File: src/rtl/alu_op_issuer.sv
// Issue-side ALU controller: decodes an accepted instruction into ALU op/operands,
// captures the ALU result one cycle later and hands it back over valid/ready.
module alu_op_issuer #(
    parameter int unsigned DATA_WIDTH = 32
) (
    input  logic                  Clk,
    input  logic                  Rst,
    input  logic                  InValid,
    output logic                  InReady,
    input  logic [5:0]            Opcode,
    input  logic [5:0]            Funct,
    input  logic [4:0]            Shamt,
    input  logic [15:0]           Imm,
    input  logic [DATA_WIDTH-1:0] RsData,
    input  logic [DATA_WIDTH-1:0] RtData,
    output logic [3:0]            ALUControl,
    output logic [DATA_WIDTH-1:0] ALUA,
    output logic [DATA_WIDTH-1:0] ALUB,
    input  logic [DATA_WIDTH-1:0] ALUResult,
    input  logic                  ALUZero,
    output logic                  OutValid,
    input  logic                  OutReady,
    output logic [DATA_WIDTH-1:0] Result,
    output logic                  ZeroOut,
    output logic                  Illegal
);

    typedef enum logic [1:0] {
        S_IDLE,
        S_EXEC,
        S_RESP
    } state_e;

    state_e                  state_q, state_d;
    logic [3:0]              ctrl_q, ctrl_d;
    logic [DATA_WIDTH-1:0]   a_q, a_d;
    logic [DATA_WIDTH-1:0]   b_q, b_d;
    logic [DATA_WIDTH-1:0]   result_q, result_d;
    logic                    zero_q, zero_d;
    logic                    ill_q, ill_d;

    logic [3:0]              dec_ctrl;
    logic [DATA_WIDTH-1:0]   dec_a;
    logic [DATA_WIDTH-1:0]   dec_b;
    logic                    dec_ill;
    logic [DATA_WIDTH-1:0]   imm_sext;
    logic [DATA_WIDTH-1:0]   imm_zext;
    logic [DATA_WIDTH-1:0]   shamt_b;

    assign imm_sext = {{(DATA_WIDTH-16){Imm[15]}}, Imm};
    assign imm_zext = {{(DATA_WIDTH-16){1'b0}}, Imm};
    // ALU takes the shift amount from B[10:6], mirroring the instruction layout
    assign shamt_b  = {{(DATA_WIDTH-11){1'b0}}, Shamt, 6'b0};

    always_comb begin
        dec_ctrl = 4'b0000;
        dec_a    = '0;
        dec_b    = '0;
        dec_ill  = 1'b0;
        case (Opcode)
            6'h00: begin
                dec_a = RsData;
                dec_b = RtData;
                case (Funct)
                    6'h20:   dec_ctrl = 4'b0010;
                    6'h22:   dec_ctrl = 4'b0110;
                    6'h24:   dec_ctrl = 4'b0000;
                    6'h25:   dec_ctrl = 4'b0001;
                    6'h27:   dec_ctrl = 4'b0011;
                    6'h2A:   dec_ctrl = 4'b0111;
                    6'h00: begin
                        dec_ctrl = 4'b1010;
                        dec_a    = RtData;
                        dec_b    = shamt_b;
                    end
                    default: begin
                        dec_ill = 1'b1;
                        dec_a   = '0;
                        dec_b   = '0;
                    end
                endcase
            end
            6'h1C: begin
                if (Funct == 6'h02) begin
                    dec_ctrl = 4'b1001;
                    dec_a    = RsData;
                    dec_b    = RtData;
                end else begin
                    dec_ill = 1'b1;
                end
            end
            6'h08: begin dec_ctrl = 4'b0010; dec_a = RsData; dec_b = imm_sext; end
            6'h0A: begin dec_ctrl = 4'b0111; dec_a = RsData; dec_b = imm_sext; end
            6'h0C: begin dec_ctrl = 4'b0000; dec_a = RsData; dec_b = imm_zext; end
            6'h0D: begin dec_ctrl = 4'b0001; dec_a = RsData; dec_b = imm_zext; end
            6'h04: begin dec_ctrl = 4'b0110; dec_a = RsData; dec_b = RtData;   end
            6'h02: dec_ctrl = 4'b1000;
            default: dec_ill = 1'b1;
        endcase
    end

    always_comb begin
        state_d  = state_q;
        ctrl_d   = ctrl_q;
        a_d      = a_q;
        b_d      = b_q;
        result_d = result_q;
        zero_d   = zero_q;
        ill_d    = ill_q;
        case (state_q)
            S_IDLE: begin
                if (InValid) begin
                    state_d = S_EXEC;
                    ctrl_d  = dec_ctrl;
                    a_d     = dec_a;
                    b_d     = dec_b;
                    ill_d   = dec_ill;
                end
            end
            S_EXEC: begin
                state_d = S_RESP;
                // illegal ops report Result=0/Zero=1 regardless of what the ALU returns
                result_d = ill_q ? '0 : ALUResult;
                zero_d   = ill_q | ALUZero;
            end
            S_RESP: begin
                if (OutReady) state_d = S_IDLE;
            end
            default: state_d = S_IDLE;
        endcase
    end

    always_ff @(posedge Clk) begin
        if (Rst) begin
            state_q  <= S_IDLE;
            ctrl_q   <= 4'b0000;
            a_q      <= '0;
            b_q      <= '0;
            result_q <= '0;
            zero_q   <= 1'b0;
            ill_q    <= 1'b0;
        end else begin
            state_q  <= state_d;
            ctrl_q   <= ctrl_d;
            a_q      <= a_d;
            b_q      <= b_d;
            result_q <= result_d;
            zero_q   <= zero_d;
            ill_q    <= ill_d;
        end
    end

    assign InReady    = (state_q == S_IDLE);
    assign OutValid   = (state_q == S_RESP);
    assign ALUControl = ctrl_q;
    assign ALUA       = a_q;
    assign ALUB       = b_q;
    assign Result     = result_q;
    assign ZeroOut    = zero_q;
    assign Illegal    = ill_q;

endmodule

File: config.mk
export PLATFORM = sky130hd
export DESIGN_NAME = alu_op_issuer
export DESIGN_NICKNAME = d
export VERILOG_FILES = /design/src/rtl/alu_op_issuer.sv
export SDC_FILE = /design/constraint.sdc
export NUM_CORES = 1
export LEC_CHECK = 0
export CAP_MARGIN = 40
export CORE_MARGIN = 2
export CORE_UTILIZATION = 40
export CTS_CLUSTER_DIAMETER = 150
export DETAILED_ROUTE_END_ITERATION = 10
export PLACE_DENSITY_LB_ADDON = 0.3
export SLEW_MARGIN = 20
export SYNTH_ARGS = -nofsm -noshare
export SYNTH_HDL_FRONTEND = slang
export SYNTH_SLANG_ARGS = --single-unit
File: constraint.sdc
create_clock -name Clk -period 2.96 [get_ports Clk]
set_input_delay 0.444 -clock Clk [delete_from_list [all_inputs] [get_ports Clk]]
set_output_delay 0.444 -clock Clk [all_outputs]
set_load 0.05 [all_outputs]
After elaboration in Yosys (flattened, before gate mapping)
Cells that the tools add are included.

Bitwise logic cells: 1. Eq/ne operators: 18. Mux-type cells: 16. Reduce and logical (&&, ||, !) cells: 11.

Operators with widths (count): $pmux 32 s5 (1); $pmux 32 s2 (2); $mux 32 (3); $pmux 32 s3 (1); $eq 6x6->1 const B (6); $pmux 4 s7 (1); $eq 6x4->1 const B (4); $pmux 4 s6 (1); $eq 6x2->1 const B (2); $logic_not 6->1 (2); $reduce_or 6->1 (2); $reduce_or 7->1 (1); $eq 6x3->1 const B (1); $eq 6x5->1 const B (1); $pmux 2 s3 (1); $reduce_or 5->1 (1); $mux 2 (2); $mux 4 (1); $reduce_and 2->1 (2); $reduce_or 2->1 (2); $pmux 1 s3 (1); $eq 2x1->1 const B (1); $eq 2x2->1 const B (1); $logic_not 2->1 (1); other kinds (4) (5).

Input port bits: 134. Bits in registers: 104. Output and inout port bits: 104. Logic and storage cells: 53.

Logic depth before layout (Yosys ltp)
Gate-level depths: netlist (run 1).

Word-level depth: 4. Gate-level depth with buffers: 7. Gate-level depth less buffers: 5.

Worst setup path after synthesis (run 1)
No wires, ideal clock.

Path type: input -> register. From: input Opcode[5]. To: register b_q[17] (netlist: ALUB[17]). Buffers on the path: 2. Data arrival time: 2.193 ns. Required time: 2.882 ns. Setup time: 0.078 ns. Stages on the path: 7. Setup slack: 0.689 ns. Cells stage by stage: buf_6 or4b_1 or4_4 o211ai_4 buf_8 a221oi_1 nor3_1.

Cells in the longest elaborated chain, start to end: 3. Elaborated cells between the ends (all ways): 10. Those cells by class: eq/ne (6); mux (1); reduce/logical (3).

Ends and longest elaborated chain: from (decl) (line 10) `input logic [5:0] Opcode,`; $eq 6x4->1 (line 60) `case (Opcode)`; $reduce_or 2->1 (no source line); $pmux 32 s5 (*) (line 60); to (signal assigned) (line 138) `b_q <= '0;`; to (signal assigned) (line 146) `b_q <= b_d;`; to (decl) (line 37) `logic [DATA_WIDTH-1:0] b_q, b_d;`.

Every way passes the cells marked *; elsewhere a longest branch is shown, timed or not. A chain may end at the register's enable or synchronous reset.

Worst setup path after layout (run 1)
From: input Funct[2]. To: register b_q[30] (netlist: ALUB[30]).

Cells in the longest elaborated chain, start to end: 4. Elaborated cells between the ends (all ways): 12. Those cells by class: eq/ne (7); mux (3); reduce/logical (2).

Ends and longest elaborated chain: from (decl) (line 11) `input logic [5:0] Funct,`; $eq 6x6->1 (line 64) `case (Funct)`; $reduce_or 6->1 (no source line); $pmux 32 s2 (line 64); $pmux 32 s5 (*) (line 60).

Marked as above.

==> flow_metrics.env, run 1 <==
export IMPL_crit_fanout=17
export IMPL_area_growth_pct=61.31
export IMPL_diodes=0
export IMPL_row_count=39
export IMPL_ant_nets=0
export IMPL_final_nets=896
export IMPL_worstSetupStartpointType="input port"
export IMPL_top_level_ports=238
export IMPL_status="finished, final reports clean"
export IMPL_cts_hold_buf=0
export IMPL_post_route_period_util=0.8396
export IMPL_routed_wl_um=15140
export IMPL_finClkSkew_ns=0.008229
export IMPL_crit_start="Funct[2]"
export IMPL_postCtsSetupRepairBufs=0
export IMPL_path_clk_slew_ns=0.07
export IMPL_hp_class="reg2reg"
export IMPL_dp_cells=894
export IMPL_drc_errors=0
export IMPL_worstMarginPinSlew_ns=0.6500
export IMPL_cts_sinks=104
export IMPL_die_y_um=112.2
export IMPL_drt_iter0_markers=458
export IMPL_hp_start="ALUB[9]"
export IMPL_cts_buffers=9
export IMPL_final_hold_viol_count=0
export IMPL_insertion_delay_ns=0.34
export IMPL_initial_core_util=0.4098
export IMPL_synth_fp_nets=671
export IMPL_grt_setup_unrepaired="false"
export IMPL_layout_drive_gt1_share=0.1095
export IMPL_tns_ns=0
export IMPL_met1_usage=0.2814
export IMPL_ys_flop_type="dfxtp_1"
export IMPL_postSynthCellCount=537
export IMPL_grt_pass1_wl_um=24450
export IMPL_ir_worst_vdd_mv=0.2778
export IMPL_overflow=0
export IMPL_grt_busiest_layer="met2"
export IMPL_via_per_inst=5.368
export IMPL_port_buffers=237
export IMPL_synth_cell_types=47
export IMPL_routedWlPerCell_um=16.64
export IMPL_grt_max_degree=36
export IMPL_period_needed_ns=2.485
export IMPL_r2r_start="state_q[0]"
export IMPL_synth_edff_count=0
export IMPL_p_leak_nw=2.684
export IMPL_clockBufferDepth=2
export IMPL_power_density_nw_per_um2=425.6
export IMPL_gp_congestion=0.8870
export IMPL_cts_repair_resized=0
export IMPL_critPathCaptureType="flop"
export IMPL_maxSlewHeadroom=0.5667
export IMPL_core_um2=11420
export IMPL_gr_usage_met3=0.06803
export IMPL_synth_async_reset_ratio=0
export IMPL_stdcell_count=910
export IMPL_yosys_register_bits=104
export IMPL_yosysSeqAreaShare=0.4449
export IMPL_avgSynthCellArea_um2=8.714
export IMPL_htree_num_levels=3
export IMPL_clock_fmax_mhz=402.4
export IMPL_cts_root_buffer="clkbuf_16"
export IMPL_worstPathArrival_ns=2.75
export IMPL_required_ns=3.22
export IMPL_die_w_um=112.2
export IMPL_grt_pass1_vias=4912
export IMPL_vias=4885
export IMPL_dp_hpwl_um=11430
export IMPL_yosysWarnings=0
export IMPL_slew_viol_final=0
export IMPL_met2_usage=0.4165
export IMPL_fp_dieArea_um2=12580
export IMPL_dr_pass1_iters=5
export IMPL_grt_usage=0.2377
export IMPL_cap_violations=0
export IMPL_syn_cell_area_um2=4679
export IMPL_setup_viol=0
export IMPL_antenna_found_initial=0
export IMPL_cts_tree="yes"
export IMPL_critPathKind="in2reg"
==> cells in the final DEF (no fill, tap or decap), types with 5 or more instances in the layout <==
cell / instances
buf_4: 19
inv_1: 36
clkbuf_16: 9
a31oi_1: 11
nor3b_1: 33
a222oi_1: 5
nand2_1: 20
a21oi_1: 57
clkdlybuf4s50_1: 236
nand3_1: 26
a221oi_1: 14
o21ai_2: 30
o21ai_0: 8
nor2_1: 46
nand2b_1: 5
dfxtp_1: 104
nor3_1: 19
a22oi_1: 32
==> per-stage QoR <==
stage                     setup WS, ns  hold WS [ns]  instance area, um2    util  power, mW
final                           0.4748        0.4603                7548  0.6611      3.212
after global routing            0.3580        0.4905                7548  0.6611      3.330
after CTS                       0.4880        0.4609                7548  0.6611      3.237
after detailed placement        0.1379        0.4486                7249  0.6349      2.064
after global placement          0.2360        0.4343                7222  0.6325      2.049
after floorplan                 0.6888        0.5750                4679       -      1.751
==> registers in the layout (all words and copies together) (netlist names) <==
| register | flops |
|---|---|
| ALUA | 32 |
| Result | 32 |
| state_q | 2 |
| Illegal | 1 |
| ALUB | 32 |
| ZeroOut | 1 |
| ALUControl | 4 |
==> metal layers <==
layer	up-vias	share of wire
li1	2392	-
met1	2227	0.40
met2	249	0.49
met3	17	0.098
met4	0	0.014
met5	-	0
==> synth_stat cells (all sizes together) (2+ instances only) <==
cell type	number	area share
a221oi	16	0.033
clkbuf	35	0.028
a211oi	4	0.0086
o21a	2	0.0032
nor3	19	0.020
nor2b	3	0.0040
o21ai	41	0.068
o22ai	2	0.0027
or4	2	0.0048
nand2	21	0.017
nand2b	6	0.0080
inv	36	0.029
a21oi	57	0.061
nand4b	2	0.0037
a222oi	5	0.011
buf	11	0.023
nand3b	2	0.0032
a22oi	32	0.051
nor3b	34	0.055
a31oi	11	0.015
dfxtp	104	0.44
nor2	47	0.038
nand3	26	0.028
a211o	3	0.0056
==> critical path, cell delays in order <==
cell	delay, ns
clkdlybuf4s50_1	0.53
or4_4	0.59
or4_4	0.47
o211ai_4	0.12
buf_4	0.28
a221oi_1	0.13
nor3_1	0.19
==> layout make-up <==
cell class,instances,area (um2)
Sequential cell,104,2082
Clock inverter,5,56.30
Clock buffer,11,242.7
Fill cell,928,3870
Timing Repair Buffer,260,2597
Multi-Input combinational cell,351,2256
Tap cell,143,178.9
Inverter,36,135.1
==> report_power, final <==
part           total, mW  switching, mW  internal [mW]
registers           1.44         0.0153           1.43
logic              0.591          0.313          0.278
clock network       1.18          0.502          0.677
==> cell families (layout without fill, tap and decap cells) <==
logic type / Yosys count / in the layout / synth area share
compound gates: 181 / 181 / 0.2797
simple gates: 169 / 169 / 0.1931
flops: 104 / 104 / 0.4449
buf+inv: 82 / 312 / 0.07995
mux: 1 / 1 / 0.002406
==> final timing paths <==
check	end	slack, ns	depth (start not counted)
worst min-delay path	ALUB[9]	0.46	2
worst max-delay path	ALUB[30]	0.47	7
worst max register to register	ALUA[0]	1.19	6
worst min register to register	ALUB[9]	0.46	2
Power figures use the tool's default switching activity.
==> inputs of run 2 (changes only) <==
==> constraint.sdc (replaced) <==
create_clock -name Clk -period 2.33 [get_ports Clk]
set_input_delay 0.3495 -clock Clk [delete_from_list [all_inputs] [get_ports Clk]]
set_output_delay 0.3495 -clock Clk [all_outputs]
set_load 0.05 [all_outputs]
==> run 2 against run 1 <==
Net effect: flip-flop and latch count unchanged; non-clock buffer count up 20; die area unchanged; cell area up 3.0%; sequential power up 27%; combinational power up 33%; clock power up 21%; largest cell class unchanged; critical path type unchanged; clock skew about the same; via count up 1.5%.
==> flow_metrics.env, run 2 (same netlist as run 1, synthesis figures left out) <==
export IMPL_status="finished, final reports clean"
export IMPL_post_place_ws_ns=-0.2992
export IMPL_fp_dieArea_um2=12580
export IMPL_overflow=0
export IMPL_worstMarginPinSlew_ns=0.6277
export IMPL_die_y_um=112.2
export IMPL_setup_ws_ns=0.06016
export IMPL_worstPathArrival_ns=2.53
export IMPL_final_cell_mix="clkdlybuf4s50_1 (235), dfxtp_1 (104), a21oi_1 (57)"
export IMPL_postCtsSetupRepairBufs=0
export IMPL_multi_input_area_um2=2256
export IMPL_routedWlPerCell_um=16.53
export IMPL_via_per_inst=5.337
export IMPL_final_common_cell="clkdlybuf4s50_1"
export IMPL_grt_busiest_layer="met2"
export IMPL_routed_wl_um=15350
export IMPL_gp_congestion=0.8443
export IMPL_cts_root_buffer="clkbuf_16"
export IMPL_regArea_um2=2082
export IMPL_gr_usage_met3=0.06803
export IMPL_maxSlewHeadroom=0.5802
export IMPL_num_fill_cells=910
export IMPL_crit_fanout=15
export IMPL_met2_usage=0.4116
export IMPL_tns_ns=0
export IMPL_dp_hpwl_um=11700
export IMPL_cts_buffers=9
export IMPL_ir_worst_vdd_mv=0.2671
export IMPL_period_needed_ns=2.270
export IMPL_grt_usage=0.2401
export IMPL_whs_ns=0.4215
export IMPL_worstSetupStartpointType="input port"
export IMPL_grt_setup_unrepaired="false"
export IMPL_drt_iter0_markers=412
export IMPL_required_ns=2.59
export IMPL_critPathCaptureType="flop"
export IMPL_cap_violations=0
export IMPL_core_um2=11420
export IMPL_final_hold_viol_count=0
export IMPL_post_route_period_util=0.9742
export IMPL_port_buffers=237
export IMPL_path_clk_slew_ns=0.07
export IMPL_finClkSkew_ns=0.008380
export IMPL_cts_hold_buf=0
export IMPL_drc_errors=0
export IMPL_setup_viol=0
export IMPL_final_util=0.6806
export IMPL_layout_drive_gt1_share=0.1336
export IMPL_initial_core_util=0.4098
export IMPL_diodes=0
export IMPL_ant_nets=0
export IMPL_antenna_found_initial=0
export IMPL_die_w_um=112.2
export IMPL_grt_pass1_wl_um=24430
export IMPL_grt_max_degree=47
export IMPL_row_count=39
export IMPL_cts_tree="yes"
export IMPL_hp_class="in2reg"
export IMPL_cts_repair_resized=0
export IMPL_clock_fmax_mhz=440.6
export IMPL_final_nets=916
export IMPL_p_leak_nw=2.790
export IMPL_clockBufferDepth=2
export IMPL_htree_num_levels=3
export IMPL_critPathKind="in2reg"
export IMPL_power_density_nw_per_um2=520.3
export IMPL_area_growth_pct=66.07
export IMPL_top_level_ports=238
export IMPL_slew_viol_final=0
export IMPL_insertion_delay_ns=0.34
export IMPL_cts_sinks=104
export IMPL_grt_pass1_vias=4922
export IMPL_met1_usage=0.2866
export IMPL_vias=4958
export IMPL_dr_pass1_iters=5
[run 2: changes by cell type in the layout (fill, tap and decap cells not counted), sizes merged]
cell / before / now
buf: 24 / 45
bufinv: 1 / 0
clkbuf: 11 / 10
clkdlybuf4s50: 236 / 235
clkinv: 3 / 1
clkinvlp: 1 / 3
inv: 36 / 37
[run 2: area by class of cell]
| cell class | instances | share of cell area |
|---|---|---|
| timing repair buffer | 280 | 0.3652 |
| clock buffer | 10 | 0.03075 |
| inverter | 36 | 0.01739 |
| sequential | 104 | 0.2679 |
| multi-input combinational | 351 | 0.2903 |
| tap | 143 | 0.02302 |
| clock inverter | 5 | 0.005474 |
[run 2: final timing paths]
kind                            startpoint         end  slack, ns  cells after the start
worst max-delay path             Opcode[5]    ALUB[22]       0.06                      7
worst min-delay path                   Rst  state_q[0]       0.42                      3
worst max register to register  state_q[0]     ALUA[0]       0.63                      6
worst min register to register     ALUB[7]     ALUB[7]       0.46                      2
[run 2: power by group]
group          leakage, nW  total [mW]  switching (mW)  internal (mW)
Combinational         1.82       0.784           0.402          0.381
Clock                0.129        1.43           0.671          0.757
Sequential           0.841        1.83          0.0201           1.81
[run 2: routing by layer]
| metal | vias to the layer above | routed length, um |
|---|---|---|
| li1 | 2425 | - |
| met1 | 2267 | 6178 |
| met2 | 241 | 7394 |
| met3 | 25 | 1427 |
| met4 | 0 | 354 |
| met5 | - | 0 |
[run 2: worst max-delay path, cell delays in order]
cell and delay (ns):
clkdlybuf4s50_1 0.41, or4b_1 0.57, or4_4 0.56, o211ai_4 0.15, buf_12 0.19, a221oi_1 0.08, nor3_1 0.20
[run 2: stage by stage]
step	cell area (um2)	cells	total power [mW]
2_1_floorplan	4679	537	2.224
3_3_place_gp	7490	914	2.646
3_5_place_dp	7490	914	2.657
4_1_cts	7771	929	4.086
5_1_grt	7771	929	4.222
6_report	7771	929	4.044
